<file path="config.mk">
export PLATFORM = sky130hd
export DESIGN_NAME = le_word_packer
export DESIGN_NICKNAME = d
export VERILOG_FILES = /design/src/rtl/le_word_packer.sv
export SDC_FILE = /design/constraint.sdc
export NUM_CORES = 1
export LEC_CHECK = 0
export CAP_MARGIN = 5
export CORE_ASPECT_RATIO = 0.8
export CORE_MARGIN = 2
export CORE_UTILIZATION = 30
export DETAILED_ROUTE_END_ITERATION = 12
export GPL_ROUTABILITY_DRIVEN = 0
export GPL_TIMING_DRIVEN = 0
export MAX_ROUTING_LAYER = met4
export PLACE_DENSITY = 0.56
export SLEW_MARGIN = 0
export SYNTH_ARGS = -nofsm -noshare
export SYNTH_HDL_FRONTEND = slang
export SYNTH_SLANG_ARGS = --single-unit
export TNS_END_PERCENT = 1
</file>
<file path="constraint.sdc">
create_clock -name clk -period 2.45 [get_ports clk]
set_input_delay 0.49 -clock clk [delete_from_list [all_inputs] [get_ports clk]]
set_output_delay 0.49 -clock clk [all_outputs]
set_load 0.01 [all_outputs]
</file>
<file path="src/rtl/le_word_packer.sv">
// le_word_packer: packs a valid/ready byte stream into little-endian words, first byte in bits [7:0];
// byte_last_i closes a partial word early, zero-padded and tagged with its byte count.
module le_word_packer #(
   parameter int DATA_W = 32
) (
   input  logic                         clk,
   input  logic                         reset,
   input  logic                         byte_valid_i,
   output logic                         byte_ready_o,
   input  logic [7:0]                   byte_data_i,
   input  logic                         byte_last_i,
   output logic                         word_valid_o,
   input  logic                         word_ready_i,
   output logic [DATA_W-1:0]            word_data_o,
   output logic [$clog2(DATA_W/8):0]    word_bytes_o,
   output logic                         word_last_o
);
   localparam int BYTES = DATA_W / 8;
   localparam int CNT_W = $clog2(BYTES) + 1;
   localparam int IDX_W = $clog2(BYTES);
   logic [DATA_W-1:0] acc;
   logic [DATA_W-1:0] merged;
   logic [IDX_W-1:0]  idx;
   logic              byte_fire;
   logic              complete;
   assign byte_ready_o = !word_valid_o || word_ready_i;
   assign byte_fire    = byte_valid_i && byte_ready_o;
   assign complete     = byte_last_i || (idx == IDX_W'(BYTES - 1));
   // lanes above idx are already zero because acc is cleared whenever a word closes
   always_comb begin
      merged = acc;
      merged[8*idx +: 8] = byte_data_i;
   end
   always_ff @(posedge clk) begin
      if (!reset) begin
         acc          <= '0;
         idx          <= '0;
         word_valid_o <= 1'b0;
         word_data_o  <= '0;
         word_bytes_o <= '0;
         word_last_o  <= 1'b0;
      end else begin
         if (word_valid_o && word_ready_i) word_valid_o <= 1'b0;
         if (byte_fire) begin
            if (complete) begin
               word_data_o  <= merged;
               word_bytes_o <= CNT_W'(idx) + CNT_W'(1);
               word_last_o  <= byte_last_i;
               word_valid_o <= 1'b1;
               acc          <= '0;
               idx          <= '0;
            end else begin
               acc <= merged;
               idx <= idx + IDX_W'(1);
            end
         end
      end
   end
endmodule
</file>
Yosys cells after proc, flatten, opt, wreduce, memory -nomap -nowiden

Index checks and enable logic that the tools add are counted.

Add/sub/neg operators: 3
Equal/unequal tests: 1
Shifts and indexed selects: 2
Muxes and demuxes: 6
Reduce and logical (&&, ||, !) cells: 6

Operators with widths:

| kind                                                   | number |
|---|---|
| negator 5 -> 34 bit                                    | 1 |
| variable shift 8 x 34 -> 32 bit (first input constant) | 1 |
| indexed part select 8 x 34 -> 32 bit                   | 1 |
| bitwise mux 32 bit                                     | 1 |
| two-way mux 32 bit                                     | 1 |
| adder 2 x 1 -> 3 bit (second input constant)           | 1 |
| two-way mux 1 bit                                      | 3 |
| adder 2 x 1 -> 2 bit (second input constant)           | 1 |
| equality test 2 bit (second input constant)            | 1 |
| logical AND 1 bit                                      | 2 |
| logical OR 1 bit                                       | 2 |
| two-way mux 2 bit                                      | 1 |
| AND reduction 2 bit                                    | 1 |
| logical NOT 1 bit                                      | 1 |

Flip-flop bits (word level): 71

Longest topological paths before layout

Gate-level depths: netlist of run 1.

Depth after elaboration: 4
Gate-level depth with buffers: 7

Worst setup path before layout of run 1

OpenSTA, ideal clock, no wires.

Path kind: register to register
From: register idx[0]
To: register word_data_o[25]
Library setup time: 79 ps
Arrival time: 1742 ps
Data required time: 2371 ps
Setup slack: 629 ps
Cell stages (with the launch flop): 7
Buffers on the path: 1
Cell sequence: dfxtp_1 inv_1 ha_1 nor4bb_1 buf_2 a32oi_1 a211oi_2

Cells in the longest elaborated chain, start to end: 3

Ends and longest elaborated chain:

| what                                                         | RTL line | RTL |
|---|---|---|
| start, declared                                              | 23       | `logic [IDX_W-1:0] idx;` |
| start signal, assigned                                       | 54       | `idx <= idx + IDX_W'(1);` |
| negator 5 -> 34 bit or equality test 2 bit (tied branches)   | 32, 28   |  |
| indexed part select 8 x 34 -> 32 bit (tied with other cells) | 32       | `merged[8*idx +: 8] = byte_data_i;` |
| bitwise mux 32 bit or AND reduction 2 bit (tied branches)    | n/a      |  |
| end signal, assigned                                         | 46       | `word_data_o <= merged;` |
| end, declared                                                | 14       | `output logic [DATA_W-1:0] word_data_o,` |

Several ways; a longest one is shown, not always the timed one.
A chain may end at the register's enable or synchronous reset.

Worst setup path in the final report of run 1

From: input word_ready_i
To: output byte_ready_o

Cells in the longest elaborated chain, start to end: 1

Ends and longest elaborated chain:

| what             | RTL line | RTL |
|---|---|---|
| start, declared  | 13       | `input logic word_ready_i,` |
| logical OR 1 bit | 26       | `assign byte_ready_o = !word_valid_o \|\| word_ready_i;` |
| end, declared    | 9        | `output logic byte_ready_o,` |

Every way passes these cells.

==> results of run 1 <==
==> routing by layer <==
layer | wire length (um) | GRT usage | share of wire
met1 | 4940 | 0.251 | 0.49
met2 | 4240 | 0.246 | 0.42
met3 | 706 | 0.0578 | 0.070
met4 | 163 | 0.0486 | 0.016
met5 | 0 | - | 0
==> flip-flops by register name (all words and copies together) (netlist names) <==
signal / flops
word_last_o: 1
word_data_o: 32
acc: 32
idx: 2
word_bytes_o: 3
word_valid_o: 1
==> repair_timing <==
| item | 4_1_cts | 5_1_grt |
|---|---|---|
| gates resized for setup | 2 | 0 |
| buffers inserted | 0 | 2 |
| setup endpoints to repair | 1 | 2 |
==> critical path, delay by kind of cell <==
family / cells / cell delay, ps
buffers and inverters: 5 / 1240
and+or+nand+nor: 1 / 100
==> per-stage QoR <==
| step | utilization | setup TNS [ps] | hold slack (ps) | power [uW] | instance area [um^2] |
|---|---|---|---|---|---|
| 6_report | 0.391 | 0 | 457 | 2790 | 4220 |
| 4_1_cts | 0.389 | 0 | 461 | 2820 | 4210 |
| 5_1_grt | 0.391 | 0 | 478 | 2900 | 4220 |
| 2_1_floorplan | - | 0 | 432 | 1480 | 3300 |
| 3_5_place_dp | 0.365 | -141 | 448 | 1660 | 3950 |
| 3_3_place_gp | 0.365 | -128 | 441 | 1650 | 3950 |
==> cell type report <==
type | count | area, um^2 | share of cell area
inverter | 13 | 53.8 | 0.0127
tap | 144 | 180 | 0.0427
sequential | 71 | 1420 | 0.337
buffer | 32 | 208 | 0.0492
clock inverter | 5 | 25.0 | 0.00593
clock buffer | 11 | 233 | 0.0551
multi-input combinational | 197 | 1620 | 0.383
timing repair buffer | 49 | 484 | 0.115
==> worst paths after layout <==
kind                                            from                            to  slack, ps  cells past startpoint
worst max register to register   idx[0]$_SDFFE_PN0N_  word_data_o[30]$_SDFFE_PN0P_        210                      6
worst min register to register  acc[20]$_SDFFE_PN0N_          acc[20]$_SDFFE_PN0N_        460                      1
worst max-delay path                    word_ready_i                  byte_ready_o        130                      6
worst min-delay path            acc[20]$_SDFFE_PN0N_          acc[20]$_SDFFE_PN0N_        460                      1
==> report_power, final <==
group          switching (uW)  internal, uW  total, uW
clock network             484           676       1160
registers                28.1          1200       1230
logic                     227           180        407
total                     739          2060       2790
==> cell families (layout without fill, tap and decap cells) <==
group | after synthesis | count (layout) | share of synthesized area
adders and majority gates | 6 | 6 | 0.0228
buffers and inverters | 45 | 110 | 0.0786
muxes | 1 | 1 | 0.00304
DFF | 71 | 71 | 0.431
and+or+nand+nor | 68 | 68 | 0.132
AOI/OAI and AO/OA | 122 | 122 | 0.333
==> synth_stat cells, drive strengths merged (2+ instances only) <==
cell type	instances
nand2b	11
and3	7
a32oi	4
clkbuf	7
o221a	6
nor2b	5
buf	25
and2b	3
a31oi	36
dfxtp	71
o21ai	2
a311oi	15
inv	13
a21oi	6
nand4	3
o2111ai	6
ha	6
nand3	3
a32o	20
nand2	20
and2	3
nor2	2
a211oi	12
or3	4
o2bb2ai	12
a41o	2
==> impl_metrics.tcl, run 1 <==
set metrics [dict create \
    synth_top_area_frac 0.431 \
    syn_nets 332 \
    portBuffers 47 \
    p_per_area_nw_per_um2 662 \
    overflow 0 \
    path_cells "clkdlybuf4s50_1 > nor2b_1 > buf_2 > inv_6 > buf_4 > dlygate4sd2_1" \
    crit_slowest_cell "clkdlybuf4s50_1" \
    crit_fanout 10 \
    drive_above_1_share 0.185 \
    synth_area_per_cell_um2 10.5 \
    worstMarginPinSlew_ps 637 \
    yosysWarnings 0 \
    ys_seq_area_frac 0.431 \
    ys_types 47 \
    grt_pass1_wl_um 15600 \
    synth_ff_type "dfxtp_1" \
    die_w_um 121 \
    cts.sinks 71 \
    grt_usage 0.179 \
    cts_inserted_buffers 9 \
    synthCells 313 \
    setup_violations 0 \
    final_antenna_net_count 0 \
    routed_wl_um 10000 \
    first_pass_iters 4 \
    vdd_drop_max_mv 0.351 \
    hold_violations 0 \
    grt_start_max_net_pins 12 \
    grt_pass1_vias 2720 \
    pre_cts_slack_ps -141 \
    post-dp-hpwl_um 6900 \
    vias_per_cell 5.48 \
    vias 2859 \
    cts_max_path_buffers 2 \
    skew_ps 6.64 \
    critical_path_required_ps 1960 \
    coreArea_um2 10800 \
    area_growth_pct 28.0 \
    cp-end-kind "output pin" \
    drt-initial-drc-count 222 \
    nNetsFinal 392 \
    drc_errors 0 \
    drv_cap 0 \
    io_pins 51 \
    synth_area_um2 3300 \
    clock_latency_ps 340 \
    ys_seq_elements 71 \
    finalNonFillerCells 522 \
    path_clk_slew_ps 50 \
    post_cts_hold_buffer_count 0 \
    synth_top_area_cell "dfxtp_1" \
    max_freq_mhz 432 \
    synth_edf_count 0 \
    synthTopCellsByArea "dfxtp_1 43%, a31oi_1 6.1%, a32o_1 6.1%, o2bb2ai_1 3.2%, a311oi_2 2.7%" \
    startpoint_type "primary input" \
    max_stage_delay_ps 400 \
    diodes 0 \
    synthArstFlopShare 0 \
    fin_ws_ps 133 \
    htreeDepth 3 \
    wl_per_cell_um 19.2 \
    cts_root_buffer "clkbuf_16" \
    die_y_um 97.8 \
    post-route-period-util 0.946 \
    initial_core_util 0.305 \
    slew_viol_final 0 \
    fillers 1122 \
    grt_antenna_before_repair 0 \
    worstSetupPathType "in -> out" \
    leakagePower_uw 0.00143 \
    mostFrequentLayoutCell "dfxtp_1" \
    rows 34 \
    fin_crit_ps 2320 \
    layout_common_cells "71 x dfxtp_1, 46 x clkdlybuf4s50_1, 32 x a31oi_1, 20 x a32o_1, 19 x nand2_1" \
    min_path_type "reg -> reg" \
    critPathArrivalTime_ps 1830 \
    dieArea_um2 11800 \
    rsz0062_at_grt "no" \
    post-place-cells 504 \
    outcome "completed" \
    cts_tree "yes" \
    relSlewSlack 0.575 \
]
(Power assumes the default switching activity.)
==> inputs of run 2 (changes only) <==
Settings changed: ABC_AREA from default to 1.
Clock period 2.45 ns to 2.2 ns, I/O delays scaled along.
==> run 2 against run 1 <==
Critical path depth is 2 higher. Via count is 3.6% higher. Clock skew decreased by 0.96 ps.
==> impl_metrics.tcl, run 2 <==
set metrics [dict create \
    use_met2 0.236 \
    fin_tns_setup_ps 0 \
    max_freq_mhz 487 \
    stdcell_area_um2 4170 \
    slew_viol_final 0 \
    crit_fanout 9 \
    critical_path_required_ps 2450 \
    die_y_um 96.9 \
    crit_path_start "idx[0]$_SDFFE_PN0N_" \
    use_met1 0.227 \
    ys_seq_area_frac 0.439 \
    relSlewSlack 0.576 \
    post_cts_hold_buffer_count 0 \
    synth_area_um2 3240 \
    cts_inserted_buffers 9 \
    diodes 0 \
    synthTopCellsByArea "dfxtp_1 44%, nand2_1 18%, nor2_1 8.4%, a21oi_1 4.8%, o21ai_0 4.8%" \
    startpoint_type "register" \
    coreArea_um2 10400 \
    cts_root_buffer "clkbuf_16" \
    synth-simple-area-share 0.343 \
    cts_tree "yes" \
    initial_core_util 0.312 \
    clock_latency_ps 330 \
    rsz0062_at_grt "yes" \
    drv_cap 0 \
    hold_ws_ps 456 \
    drive_above_1_share 0.118 \
    cp-end-kind "register" \
    first_pass_iters 4 \
    worstSetupEndpoint "acc[4]$_SDFFE_PN0N_" \
    vias_per_cell 4.51 \
    post-dp-hpwl_um 6430 \
    cts.sinks 71 \
    rows 33 \
    grt_start_max_net_pins 11 \
    routed_wl_um 8690 \
    post-route-period-util 0.933 \
    min_path_type "reg -> reg" \
    rr_worst_depth 8 \
    grt_pass1_wl_um 14800 \
    grt_util_met3 0.0466 \
    grt_pass1_vias 2970 \
    mostFrequentLayoutCell "nand2_1" \
    yosysWarnings 0 \
    skew_ps 5.67 \
    worstSetupPathType "reg -> reg" \
    htreeDepth 3 \
    reg2reg_to "acc[4]$_SDFFE_PN0N_" \
    syn_nets 473 \
    leakagePower_uw 0.00174 \
    outcome "completed" \
    vias 2963 \
    ys_types 23 \
    placed_cell_area_um2 3900 \
    synth_edf_count 0 \
    ys_seq_elements 71 \
    setup_violations 0 \
    overflow 0 \
    portBuffers 49 \
    dieArea_um2 11600 \
    yosysMostFrequentCell "nand2_1" \
    fin_crit_ps 2050 \
    synth-xor-area-share 0 \
    synthArstFlopShare 0 \
    io_pins 51 \
    wl_per_cell_um 13.2 \
    synth_top_family_by_area "simple AND/OR/NAND/NOR gates" \
    synth_adder_area_share 0.0232 \
    cts_max_path_buffers 2 \
    reg_top3 "acc (32), word_data_o (32), word_bytes_o (3)" \
    hold_violations 0 \
    synth_mux_area_frac 0 \
    critPathArrivalTime_ps 2300 \
    grt-busiest-layer "met2" \
    synth_top_area_frac 0.439 \
    power_uw 3090 \
    grt_usage 0.166 \
    area_growth_pct 28.8 \
    final_antenna_net_count 0 \
    die_w_um 120 \
    synth_area_per_cell_um2 7.13 \
    layout_common_cells "152 x nand2_1, 72 x nor2_1, 71 x dfxtp_1, 49 x clkdlybuf4s50_1" \
    worstMarginPinSlew_ps 636 \
    synth_ff_type "dfxtp_1" \
    vdd_drop_max_mv 0.445 \
    p_per_area_nw_per_um2 741 \
    r2r_setup_slack_ps 150 \
    reg2reg_from "idx[0]$_SDFFE_PN0N_" \
    cts-resized-gates 0 \
    drt-initial-drc-count 147 \
    synth_compound_area_frac 0.130 \
    synthCells 454 \
    path_clk_slew_ps 50 \
    post_cts_buffers 0 \
    nNetsFinal 533 \
    grt_antenna_before_repair 0 \
    synth_commonest_cells "152 x nand2_1, 72 x nor2_1, 71 x dfxtp_1" \
    synth_top_area_cell "dfxtp_1" \
    drc_errors 0 \
]
==> run 2: how the worst min path moves through the flow <==
stage / from / to / slack (ps) / depth (start not counted)
after detailed placement: word_last_o$_SDFFE_PN0P_ / word_last_o$_SDFFE_PN0P_ / 450 / 2
after global routing: reset / idx[0]$_SDFFE_PN0N_ / 450 / 3
after global placement: word_last_o$_SDFFE_PN0P_ / word_last_o$_SDFFE_PN0P_ / 450 / 2
after CTS: reset / idx[0]$_SDFFE_PN0N_ / 450 / 3
after floorplan: acc[0]$_SDFFE_PN0N_ / acc[0]$_SDFFE_PN0N_ / 440 / 2
final: word_last_o$_SDFFE_PN0P_ / word_last_o$_SDFFE_PN0P_ / 460 / 2
==> run 2: where the power goes <==
part           leakage [uW]  total [uW]  switching [uW]  internal, uW
sequential         0.000579        1360            24.5          1340
clock              0.000132        1310             502           810
combinational       0.00103         413             248           166
total               0.00174        3090             775          2310
==> run 2: layout make-up <==
class | instances | area [um^2]
flip-flops and latches | 71 | 1420
clock buffers | 13 | 260
clock inverters | 1 | 5.00
multi-input cells | 335 | 1600
well taps | 140 | 175
fillers | 1073 | 6200
inverters | 26 | 97.6
plain buffers | 22 | 113
repair buffers | 49 | 490
==> run 2: stage by stage <==
stage          std cells  setup WS (ps)   util
6_report             657            148  0.402
5_1_grt              657          -24.1  0.402
4_1_cts              657            162  0.402
3_5_place_dp         643            135  0.376
3_3_place_gp         643            174  0.376
2_1_floorplan        454            488      -
==> run 2: worst max-delay path, stage by stage, from the launching register on <==
cell,delay [ps]
dfxtp_1,390
buf_2,290
inv_2,140
ha_1,380
nor2_2,280
nand4_1,180
nand2_1,120
nand2_1,60
a21oi_1,130
==> run 2: metal layers <==
layer  part of all wire  vias up
li1                   -     1551
met1               0.52     1347
met2               0.42       57
met3              0.044        8
met4              0.011        0
met5                  0        -
==> run 2: logic make-up (layout without fill, tap and decap cells) <==
| kind of cell | after synthesis | after routing |
|---|---|---|
| compound gates | 78 | 78 |
| fa+ha+maj | 6 | 6 |
| buf+inv | 48 | 111 |
| flops | 71 | 71 |
| simple gates | 251 | 251 |
